## src/rtl/alu_pkg.sv

```systemverilog
// Shared constants, opcodes and FSM states
// for the execute stage ahead of the register file.
package alu_pkg;
  localparam int ALU_DATA_W    = 13;
  localparam int ALU_REG_AW    = 3;
  localparam int ALU_MUL_STEPS = 13;

  localparam logic [2:0] OP_ADD  = 3'b000;
  localparam logic [2:0] OP_SUB  = 3'b001;
  localparam logic [2:0] OP_AND  = 3'b010;
  localparam logic [2:0] OP_OR   = 3'b011;
  localparam logic [2:0] OP_XOR  = 3'b100;
  localparam logic [2:0] OP_SHL  = 3'b101;
  localparam logic [2:0] OP_MUL  = 3'b110;
  localparam logic [2:0] OP_PASS = 3'b111;

  typedef enum logic [1:0] {
    S_IDLE,
    S_EXEC,
    S_MUL,
    S_WRITE
  } state_e;
endpackage

```

## src/rtl/alu_shift_add_mul.sv

```systemverilog
// Iterative unsigned shift-add multiplier.
// Load performs the first partial product, so STEPS-1 further steps finish it.
module alu_shift_add_mul
  import alu_pkg::*;
#(
  parameter int W     = ALU_DATA_W,
  parameter int STEPS = ALU_MUL_STEPS
) (
  input  logic           Clock,
  input  logic           Reset,
  input  logic           load_i,
  input  logic           step_i,
  input  logic [W-1:0]   a_i,
  input  logic [W-1:0]   b_i,
  output logic [2*W-1:0] product_o,
  output logic           done_o
);
  localparam int CW = 4;

  logic [2*W-1:0] acc_q;
  logic [2*W-1:0] mcand_q;
  logic [W-1:0]   mplier_q;
  logic [CW-1:0]  cnt_q;

  always_ff @(posedge Clock) begin
    if (Reset) begin
      acc_q    <= '0;
      mcand_q  <= '0;
      mplier_q <= '0;
      cnt_q    <= '0;
    end else if (load_i) begin
      acc_q    <= b_i[0] ? {{W{1'b0}}, a_i} : '0;
      mcand_q  <= {{W{1'b0}}, a_i} << 1;
      mplier_q <= b_i >> 1;
      cnt_q    <= CW'(1);
    end else if (step_i && !done_o) begin
      acc_q    <= acc_q + (mplier_q[0] ? mcand_q : '0);
      mcand_q  <= mcand_q << 1;
      mplier_q <= mplier_q >> 1;
      cnt_q    <= cnt_q + 1'b1;
    end
  end

  assign product_o = acc_q;
  assign done_o    = (cnt_q == CW'(STEPS));
endmodule

```

## src/rtl/alu_exec_unit.sv

```systemverilog
// Execute stage: single-cycle ALU ops plus iterative multiply,
// with registered result, pointer and write strobe for the register file.
module alu_exec_unit
  import alu_pkg::*;
#(
  parameter int DATA_W    = ALU_DATA_W,
  parameter int REG_AW    = ALU_REG_AW,
  parameter int MUL_STEPS = ALU_MUL_STEPS
) (
  input  logic              Clock,
  input  logic              Reset,
  input  logic              Start,
  input  logic [2:0]        Opcode,
  input  logic [REG_AW-1:0] Dest,
  input  logic [DATA_W-1:0] OpA,
  input  logic [DATA_W-1:0] OpB,
  output logic [DATA_W-1:0] ALU_Result,
  output logic [REG_AW-1:0] R1,
  output logic              WriteFlag,
  output logic              Overflow,
  output logic              Busy,
  output logic              Done
);
  state_e state_q, state_d;

  logic [DATA_W-1:0]   a_q, b_q;
  logic [2:0]          op_q;
  logic [REG_AW-1:0]   dest_q;
  logic [DATA_W-1:0]   res_q, res_d;
  logic [REG_AW-1:0]   r1_q;
  logic                ovf_q, ovf_d;
  logic                wf_q, busy_q;
  logic                capture, mul_load, mul_step, mul_done;
  logic [2*DATA_W-1:0] product;
  logic [DATA_W-1:0]   sum, diff;

  alu_shift_add_mul #(
    .W     (DATA_W),
    .STEPS (MUL_STEPS)
  ) u_mul (
    .Clock     (Clock),
    .Reset     (Reset),
    .load_i    (mul_load),
    .step_i    (mul_step),
    .a_i       (OpA),
    .b_i       (OpB),
    .product_o (product),
    .done_o    (mul_done)
  );

  always_ff @(posedge Clock) begin
    if (Reset) state_q <= S_IDLE;
    else       state_q <= state_d;
  end

  always_comb begin
    state_d  = state_q;
    capture  = 1'b0;
    mul_load = 1'b0;
    mul_step = 1'b0;
    unique case (state_q)
      S_IDLE: begin
        if (Start) begin
          capture = 1'b1;
          if (Opcode == OP_MUL) begin
            mul_load = 1'b1;
            state_d  = S_MUL;
          end else begin
            state_d  = S_EXEC;
          end
        end
      end
      S_EXEC:  state_d = S_WRITE;
      S_MUL: begin
        if (mul_done) state_d  = S_WRITE;
        else          mul_step = 1'b1;
      end
      S_WRITE: state_d = S_IDLE;
      default: state_d = S_IDLE;
    endcase
  end

  assign sum  = a_q + b_q;
  assign diff = a_q - b_q;

  // Signed overflow: operand sign pattern vs. result sign
  always_comb begin
    res_d = '0;
    ovf_d = 1'b0;
    case (op_q)
      OP_ADD: begin
        res_d = sum;
        ovf_d = (a_q[DATA_W-1] == b_q[DATA_W-1]) &&
                (sum[DATA_W-1] != a_q[DATA_W-1]);
      end
      OP_SUB: begin
        res_d = diff;
        ovf_d = (a_q[DATA_W-1] != b_q[DATA_W-1]) &&
                (diff[DATA_W-1] != a_q[DATA_W-1]);
      end
      OP_AND:  res_d = a_q & b_q;
      OP_OR:   res_d = a_q | b_q;
      OP_XOR:  res_d = a_q ^ b_q;
      OP_SHL: begin
        if (int'(b_q[3:0]) >= DATA_W) res_d = '0;
        else                          res_d = a_q << b_q[3:0];
      end
      OP_MUL: begin
        res_d = product[DATA_W-1:0];
        ovf_d = |product[2*DATA_W-1:DATA_W];
      end
      default: res_d = a_q;
    endcase
  end

  always_ff @(posedge Clock) begin
    if (Reset) begin
      a_q    <= '0;
      b_q    <= '0;
      op_q   <= '0;
      dest_q <= '0;
      res_q  <= '0;
      r1_q   <= '0;
      ovf_q  <= 1'b0;
      wf_q   <= 1'b0;
      busy_q <= 1'b0;
    end else begin
      if (capture) begin
        a_q    <= OpA;
        b_q    <= OpB;
        op_q   <= Opcode;
        dest_q <= Dest;
      end
      if (state_d == S_WRITE) begin
        res_q <= res_d;
        r1_q  <= dest_q;
        ovf_q <= ovf_d;
      end
      wf_q   <= (state_d == S_WRITE);
      busy_q <= (state_d != S_IDLE);
    end
  end

  assign ALU_Result = res_q;
  assign R1         = r1_q;
  assign Overflow   = ovf_q;
  assign WriteFlag  = wf_q;
  assign Done       = wf_q;
  assign Busy       = busy_q;
endmodule

```

## config.mk

```make
export PLATFORM = sky130hd
export DESIGN_NAME = alu_exec_unit
export DESIGN_NICKNAME = d
export VERILOG_FILES = /design/src/rtl/alu_pkg.sv /design/src/rtl/alu_shift_add_mul.sv /design/src/rtl/alu_exec_unit.sv
export SDC_FILE = /design/constraint.sdc
export NUM_CORES = 1
export LEC_CHECK = 0
export ABC_AREA = 1
export CAP_MARGIN = 20
export CORE_MARGIN = 1
export CORE_UTILIZATION = 60
export CTS_BUF_LIST = sky130_fd_sc_hd__clkbuf_8 sky130_fd_sc_hd__clkbuf_16
export DETAILED_ROUTE_END_ITERATION = 10
export MAX_ROUTING_LAYER = met4
export PLACE_DENSITY_LB_ADDON = 0.25
export SYNTH_ARGS = -nofsm -noshare
export SYNTH_HDL_FRONTEND = slang
export SYNTH_SLANG_ARGS = --single-unit
```

## constraint.sdc

```tcl
create_clock -name Clock -period 4.1 [get_ports Clock]
set_input_delay 1.025 -clock Clock [delete_from_list [all_inputs] [get_ports Clock]]
set_output_delay 1.025 -clock Clock [all_outputs]
set_load 0.01 [all_outputs]
```

==> impl_metrics.csv, run 1 <==
group,metric,value,unit
clocking,clkLatencyLatePin,0.43,ns
clocking,cts_htree_levels,4,
synthesis,ys_seq_area_frac,0.267,
finish,drive_gt1_frac,0.0579,
worst_setup_path,endpoint_kind,"register",
die,core_area,14600,um^2
worst_setup_path,cp_max_fo,46,
clocking,clk_path_buf_depth,2,
finish,final_area,10100,um^2
place,port_buffers,54,
timing,final-hold-violation-count,0,
synthesis,async_reset_ff_frac,0,
die,start_util,0.617,
global_route,grt_max_degree,49,
worst_setup_path,cp_common_cell,"inv_2",
finish,final_util,0.696,
place,dp_hpwl,22.5,mm
worst_setup_path,critPathRequiredTime,4.38,ns
timing,hold_ws,0.467,ns
synthesis,synthCells,1416,
finish,final_common_cell,"nand2_1",
routing,vias,9955,
worst_setup_path,start_kind,"input port",
worst_setup_path,path_cells,"clkdlybuf4s50_1 > nand2_2 > inv_2 > nand3_4 > nand2_4 > inv_2 > a21oi_1 > a221oi_2",
place,placed_cells,1602,
global_route,grt_pass1_wl,48.4,mm
clocking,root_buffer,"clkbuf_16",
synthesis,synth_edf_count,0,
synthesis,synth_area_per_cell,6.36,um^2
timing,setup_violations,0,
finish,area_growth_syn_to_layout,12.8,%
synthesis,syn_nets,1524,
worst_setup_path,cpPeakStageDelay,0.59,ns
clocking,cts_setup_buffers,0,
timing,finalSetupTns,0,ns
global_route,antenna_found_initial,0,
worst_setup_path,cpMaxStageDelayCell,"clkdlybuf4s50_1",
worst_setup_path,critical_path_class,"input port to register",
pwr,worst_ir_drop_vdd,0.000283,V
routing,vias_per_cell,6.09,
routing,first_pass_iters,5,
clocking,cts_resized,0,
synthesis,syn_area,9000,um^2
place,pre_cts_slack,0.509,ns
routing,detail_route.wirelength,30.1,mm
place,placed_area,9520,um^2
timing,relSlewSlack,0.478,
global_route,grt_remaining_overflow,0,
finish,nets,1546,
finish,fill_cells,1274,
timing,tightest_slew,0.782,ns
die,io_pins,55,
timing,layout_min_cycle_time,3.30,ns
global_route,grt_pass1_vias,9333,
clocking,cts_tree,"done",
routing,ant_nets,0,
flow_run,drv_cap,0,
die,die_y,124,um
timing,min_period_over_period,0.805,
finish,num_antenna_cells,0,
clocking,clk_pin_slew_worst_paths,0.05,ns
synthesis,ys.warnings.count,0,
pwr,power.total,4.20,mW
die,std_cell_rows,44,
clocking,clkSinkCount,120,
timing,final-max-slew-violation-count,0,
min_path,hold_path_class,"register to register",
place,place.gp.congestion,0.986,
clocking,cts_hold_buf,0,
outcome,run_status,"finished, final reports clean",
timing,rsz0062_at_grt,"no",
global_route,track_usage,0.404,
worst_setup_path,cp.arrival,3.58,ns
routing,drc,0,
die,die_area,15500,um^2
timing,setup_slack,0.798,ns
synthesis,synthFlopType,"dfxtp_1",
pwr,powerDensity,414,nW/um^2
clocking,cts_buffers,17,
routing,wl_per_cell,18.4,um
synthesis,ys_types,50,
timing,max_freq,303,MHz
routing,drtIter0Drc,1302,
timing,worst_clock_skew,0.0103,ns
finish,final_cell_mix,"364 x nand2_1, 178 x a21oi_1, 153 x inv_1",
die,die_w,124,um
synthesis,ys_seq_elements,120,
finish,final_cells,1634,
pwr,leakage,4.61,nW
power breakdown:
part           internal, mW  total (mW)  switching [mW]
combinational         0.407        1.25           0.846
sequential             1.28        1.40           0.120
clock                 0.980        1.55           0.567
per-layer routing:
layer	wire, um	track usage	up-vias
met3	2280	0.0619	121
met4	1620	0.218	0
met1	11900	0.491	4552
met2	14300	0.643	512
li1	-	-	4770
met5	0	-	-
cells by family (layout without fill, tap and decap cells):
family / Yosys count / count (layout) / synth area share
DFF: 120 / 120 / 0.267
and+or+nand+nor: 642 / 642 / 0.306
AOI/OAI and AO/OA: 347 / 347 / 0.215
buffers and inverters: 231 / 265 / 0.106
adders and majority gates: 73 / 73 / 0.104
xor gates and xnor gates: 3 / 3 / 0.00292
critical path, delay by kind of cell:
| kind | cells | cell delay, ns |
|---|---|---|
| simple gates | 3 | 0.95 |
| compound gates | 2 | 0.34 |
| buf+inv | 3 | 1.24 |
final timing paths:
kind,startpoint,endpoint,slack [ns],cells past startpoint
hold / removal,ALU_Result[0],ALU_Result[0],0.47,2
setup reg to reg,b_q[0],ALU_Result[8],1.18,13
setup / recovery,Start,u_mul.mcand_q[12],0.80,8
hold reg to reg,ALU_Result[0],ALU_Result[0],0.47,2
registers in the layout, summed over array words and instances, names as in the netlist:
name	count
u_mul.product_o	26
u_mul.mcand_q	25
ALU_Result	13
a_q	13
b_q	13
u_mul.mplier_q	12
u_mul.cnt_q	4
R1	3
dest_q	3
op_q	3
state_q	2
Busy	1
Done	1
Overflow	1
layout make-up:
cell class | count | area [um^2] | area share
flip-flops and latches | 120 | 2400 | 0.237
multi-input cells | 1065 | 5650 | 0.557
repair buffers | 62 | 616 | 0.0607
inverters | 172 | 648 | 0.0639
clock inverters | 12 | 151 | 0.0149
clock buffers | 19 | 453 | 0.0446
well taps | 184 | 230 | 0.0227
synthesized netlist by cell type (3+ instances only):
master | count | area, um^2
buf_2 | 19 | 95.1
fa_1 | 3 | 60.1
clkbuf_1 | 22 | 82.6
nand2_2 | 4 | 25.0
nand3b_1 | 6 | 45.0
o22ai_1 | 5 | 31.3
buf_6 | 3 | 33.8
o21bai_1 | 7 | 52.6
a21boi_0 | 3 | 22.5
inv_1 | 153 | 574
nor2_1 | 99 | 372
nor3_1 | 14 | 70.1
o21ai_1 | 7 | 35.0
dfxtp_1 | 120 | 2400
o21ai_0 | 94 | 470
o2111ai_1 | 5 | 43.8
a31oi_1 | 12 | 75.1
buf_4 | 9 | 67.6
ha_1 | 70 | 876
nand3_1 | 117 | 586
nand4_1 | 18 | 113
a21oi_2 | 3 | 26.3
o211ai_1 | 8 | 60.1
inv_2 | 16 | 60.1
buf_1 | 6 | 22.5
a21oi_1 | 178 | 891
nand2_1 | 364 | 1370
or2_2 | 7 | 43.8
nor4_1 | 4 | 25.0
o221ai_1 | 12 | 105
Note: power is estimated with default switching activity, not from simulation.
==> run 2: changes to the inputs <==
==> constraint.sdc (replaced) <==
create_clock -name Clock -period 3.1 [get_ports Clock]
set_input_delay 0.775 -clock Clock [delete_from_list [all_inputs] [get_ports Clock]]
set_output_delay 0.775 -clock Clock [all_outputs]
set_load 0.01 [all_outputs]
==> impl_metrics.csv, run 2 (synthesis gave the netlist of run 1 again) <==
group,metric,value,unit
die,io_pins,55,
pwr,worst_ir_drop_vdd,0.000364,V
die,die_area,15500,um^2
global_route,grt_pass1_vias,9324,
timing,relSlewSlack,0.599,
finish,multi_input_area,5650,um^2
place,place.gp.congestion,1.00,
finish,final_cell_mix,"364 x nand2_1, 178 x a21oi_1, 153 x inv_1",
finish,nets,1556,
global_route,grt_pass1_wl,47.7,mm
routing,first_pass_iters,7,
finish,fill_cells,1290,
place,placed_cells,1613,
outcome,run_status,"finished, final reports clean",
global_route,grt_use_met1,0.475,
finish,final_util,0.700,
min_path,holdPathStages,2,
worst_setup_path,cp.arrival,2.81,ns
worst_setup_path,crit_start,"b_q[0]",
place,placed_area,9610,um^2
finish,area_growth_syn_to_layout,13.4,%
clocking,clkLatencyLatePin,0.43,ns
timing,finalSetupTns,0,ns
worst_setup_path,critPathRequiredTime,3.39,ns
clocking,clk_pin_slew_worst_paths,0.06,ns
clocking,clkSinkCount,120,
routing,vias_per_cell,6.04,
timing,setup_violations,0,
pwr,powerDensity,541,nW/um^2
finish,final_area,10200,um^2
routing,drc,0,
finish,final_cells,1645,
worst_setup_path,cp_max_fo,8,
clocking,cts_hold_buf,0,
finish,largest_reg_flops,26,
timing,layout_min_cycle_time,2.53,ns
timing,tightest_slew,0.600,ns
global_route,gr-usage-met3,0.0649,
clocking,cts_buffers,17,
global_route,grt.met2_usage,0.628,
routing,drtIter0Drc,1054,
timing,rsz0062_at_grt,"no",
die,die_w,124,um
global_route,track_usage,0.395,
global_route,top_usage_layer,"met2",
global_route,grt_max_degree,49,
timing,worst_clock_skew,0.00852,ns
worst_setup_path,critical_path_class,"register to register",
finish,final_common_cell,"nand2_1",
timing,max_freq,396,MHz
flow_run,drv_cap,0,
clocking,clk_path_buf_depth,2,
worst_setup_path,r2r_cells,13,
global_route,grt_remaining_overflow,0,
worst_setup_path,start_kind,"register",
place,dp_hpwl,22.3,mm
worst_setup_path,endpoint_kind,"register",
timing,final-max-slew-violation-count,0,
place,port_buffers,54,
finish,num_antenna_cells,0,
die,start_util,0.617,
clocking,cts_tree,"done",
clocking,root_buffer,"clkbuf_16",
pwr,leakage,4.65,nW
routing,vias,9931,
routing,ant_nets,0,
worst_setup_path,r2r_start,"b_q[0]",
clocking,cts_resized,0,
min_path,hold_path_class,"register to register",
timing,final-hold-violation-count,0,
timing,min_period_over_period,0.815,
die,std_cell_rows,44,
clocking,cts_setup_buffers,0,
die,die_y,124,um
clocking,cts_htree_levels,4,
finish,regArea,2400,um^2
routing,detail_route.wirelength,29.4,mm
die,core_area,14600,um^2
global_route,antenna_found_initial,0,
finish,drive_gt1_frac,0.0650,
min_path,hold_start,"ALU_Result[0]",
routing,wl_per_cell,17.9,um
run 2: cell count changes in the layout (fill, tap and decap cells not counted), sizes merged:
| cell | change |
|---|---|
| bufinv | -1 |
| clkinvlp | -1 |
| inv | +4 |
| buf | +10 |
| clkinv | -1 |
run 2: routing by layer:
metal  share of wire  vias up
met2            0.46      506
met1            0.41     4526
li1                -     4789
met5               0        -
met4           0.054        0
met3           0.077      110
run 2: path summary, 6_finish.rpt:
check	end	slack, ns
worst max register to register	ALU_Result[8]	0.57
worst min-delay path	ALU_Result[0]	0.46
worst max-delay path	ALU_Result[8]	0.57
worst min register to register	ALU_Result[0]	0.46
run 2: critical path: stages (launching register included):
cell,delay (ns)
dfxtp_1,0.46
ha_1,0.33
inv_1,0.13
fa_1,0.44
inv_1,0.10
nand3_1,0.07
nand2_1,0.16
nand2_1,0.07
nand3_1,0.09
a21oi_1,0.06
o21ai_0,0.11
nand3_1,0.17
nand2_1,0.11
a21oi_1,0.07
run 2: metrics by stage:
| step | power, mW | worst slack (ns) | hold WS [ns] |
|---|---|---|---|
| after floorplan | 2.98 | 0.930 | 0.439 |
| after global placement | 3.46 | 0.343 | 0.452 |
| after detailed placement | 3.48 | 0.254 | 0.454 |
| after CTS | 5.48 | 0.658 | 0.463 |
| after global routing | 5.78 | 0.376 | 0.484 |
| final | 5.52 | 0.572 | 0.463 |
run 2: power breakdown:
part,internal [mW],switching (mW)
Sequential,1.69,0.143
Clock,1.23,0.776
Combinational,0.560,1.12
Total,3.48,2.04
run 2: area by class of cell:
cell class,instances,share of cell area
Multi-Input combinational cell,1065,0.553
Sequential cell,120,0.235
Timing Repair Buffer,72,0.0669
Inverter,172,0.0635
Clock buffer,19,0.0444
Tap cell,184,0.0226
Clock inverter,13,0.0141
==> run 3: changes to the inputs <==
--- a/config.mk
+++ b/config.mk
@@ -8,7 +8,7 @@
 export ABC_AREA = 1
 export CAP_MARGIN = 20
 export CORE_MARGIN = 1
-export CORE_UTILIZATION = 60
+export CORE_UTILIZATION = 55
 export CTS_BUF_LIST = sky130_fd_sc_hd__clkbuf_8 sky130_fd_sc_hd__clkbuf_16
 export DETAILED_ROUTE_END_ITERATION = 10
 export MAX_ROUTING_LAYER = met4
==> constraint.sdc (replaced) <==
create_clock -name Clock -period 2.2 [get_ports Clock]
set_input_delay 0.55 -clock Clock [delete_from_list [all_inputs] [get_ports Clock]]
set_output_delay 0.55 -clock Clock [all_outputs]
set_load 0.01 [all_outputs]
==> impl_metrics.csv, run 3 (synthesis gave the netlist of run 1 again) <==
group,metric,value,unit
worst_setup_path,cp.arrival,2.54,ns
worst_setup_path,crit_family,"buffers and inverters",
worst_setup_path,critPathRequiredTime,2.52,ns
outcome,run_status,"complete, but fails checks",
place,place.gp.congestion,1.01,
worst_setup_path,cpMaxStageDelayCell,"dfxtp_4",
timing,setup_slack,-0.0217,ns
finish,drive_gt1_frac,0.186,
finish,nets,1661,
worst_setup_path,path_buf_inv,6,
clocking,cts_buffers,17,
timing,rsz0062_at_grt,"yes",
timing,worst_clock_skew,0.0129,ns
place,port_buffers,54,
worst_setup_path,cp_common_cell,"buf_4",
die,core_area,15900,um^2
timing,max_freq,450,MHz
die,std_cell_rows,46,
global_route,grt_remaining_overflow,0,
die,die_area,16900,um^2
pwr,powerDensity,718,nW/um^2
flow_run,drv_cap,0,
clocking,root_buffer,"clkbuf_16",
place,dp_hpwl,23.6,mm
finish,area_growth_syn_to_layout,28.1,%
finish,final_util,0.723,
timing,setup_violations,1,
routing,vias_per_cell,5.78,
outcome,violations,"setup timing",
routing,vias,10299,
clocking,clkSinkCount,120,
routing,drc,0,
finish,num_antenna_cells,0,
finish,final_common_cell,"nand2_1",
global_route,track_usage,0.384,
routing,drtIter0Drc,891,
die,io_pins,55,
routing,ant_nets,0,
clocking,clkLatencyLatePin,0.44,ns
pwr,leakage,5.17,nW
timing,tightest_slew,0.584,ns
global_route,antenna_found_initial,0,
timing,relSlewSlack,0.610,
worst_setup_path,critical_path_class,"register to register",
worst_setup_path,endpoint_kind,"register",
finish,final_cell_mix,"345 x nand2_1, 165 x a21oi_1, 149 x inv_1",
clocking,clk_path_buf_depth,2,
min_path,holdPathStages,2,
timing,min_period_over_period,1.01,
worst_setup_path,rrSetupSlack,-0.02,ns
worst_setup_path,cp.depth,14,
timing,final-max-slew-violation-count,0,
finish,largest_reg_flops,26,
die,die_y,130,um
die,die_w,130,um
global_route,grt_pass1_vias,9372,
routing,first_pass_iters,5,
clocking,cts_htree_levels,4,
routing,wl_per_cell,17.5,um
clocking,cts_tree,"done",
worst_setup_path,start_kind,"register",
clocking,clk_pin_slew_worst_paths,0.06,ns
global_route,grt_pass1_wl,48.1,mm
worst_setup_path,cpPeakStageDelay,0.39,ns
routing,detail_route.wirelength,31.3,mm
worst_setup_path,path_cells,"buf_6 > nand2_1 > inv_1 > ha_4 > inv_1 > o21ai_0 > buf_4 > a21oi_2 > nand2_1 > buf_4 > buf_4 > or2_2 > nand3_1 > a21oi_1",
worst_setup_path,r2r_cells,14,
timing,final-hold-violation-count,0,
pwr,power.total,8.28,mW
pwr,worst_ir_drop_vdd,0.000606,V
global_route,grt_max_degree,47,
die,start_util,0.565,
min_path,hold_path_class,"register to register",
clocking,cts_hold_buf,0,
timing,layout_min_cycle_time,2.22,ns
worst_setup_path,cp_max_fo,8,
-- run 3: changes by cell type in the layout (fill, tap and decap cells not counted), sizes merged --
cell / previous run / this run
clkinvlp: 4 / 3
buf: 19 / 124
inv: 174 / 177
clkinv: 5 / 4
clkbuf: 19 / 18
-- run 3: worst register-to-register path: cells and delay by family (launching register included) --
| kind | cells | cell delay, ns |
|---|---|---|
| AO/OA/AOI/OAI | 3 | 0.27 |
| AND/OR/NAND/NOR | 4 | 0.49 |
| buffers and inverters | 6 | 0.76 |
| adder cells (fa/ha/maj) | 1 | 0.21 |
| flip-flops | 1 | 0.39 |
-- run 3: final timing paths --
kind / start / to
hold / removal: Overflow / Overflow
setup reg to reg: u_mul.mplier_q[0] / u_mul.product_o[8]
hold reg to reg: Overflow / Overflow
setup / recovery: u_mul.mplier_q[0] / u_mul.product_o[8]
-- run 3: layout make-up --
| type | count | area, um^2 |
|---|---|---|
| Multi-Input combinational cell | 1065 | 6090 |
| Fill cell | 1337 | 4410 |
| Sequential cell | 120 | 2410 |
| Timing Repair Buffer | 177 | 1510 |
| Inverter | 172 | 652 |
| Clock buffer | 18 | 439 |
| Tap cell | 216 | 270 |
| Clock inverter | 14 | 161 |
-- run 3: metal layers --
metal | vias to the layer above | share of wire | GRT usage
li1 | 4991 | - | -
met1 | 4712 | 0.41 | 0.469
met2 | 483 | 0.47 | 0.618
met3 | 113 | 0.069 | 0.0513
met4 | 0 | 0.050 | 0.201
met5 | - | 0 | -
-- run 3: stage by stage --
step	hold slack [ns]	cell area, um^2	worst slack (ns)	TNS, ns	instances
after CTS	0.464	11000	0.00552	0	1774
after global routing	0.486	11500	-0.0902	-0.553	1782
final	0.465	11500	-0.0217	-0.0217	1782
after global placement	0.450	10400	-0.104	-0.768	1742
after detailed placement	0.456	10400	-0.109	-1.34	1742
after floorplan	0.439	9000	0.0297	0	1416
-- run 3: what timing repair did --
action / in CTS / in global routing
buffers inserted: 0 / 8
resized for setup: 7 / 107
endpoints found under the setup margin: 12 / 30
pin swaps: 2 / 19
-- run 3: report_power, final --
part           switching (mW)  total, mW  leakage, nW  internal (mW)
clock network            1.15       2.88        0.291           1.72
registers               0.179       2.56        0.980           2.38
logic                    1.72       2.84         3.89           1.12
total                    3.05       8.28         5.17           5.23
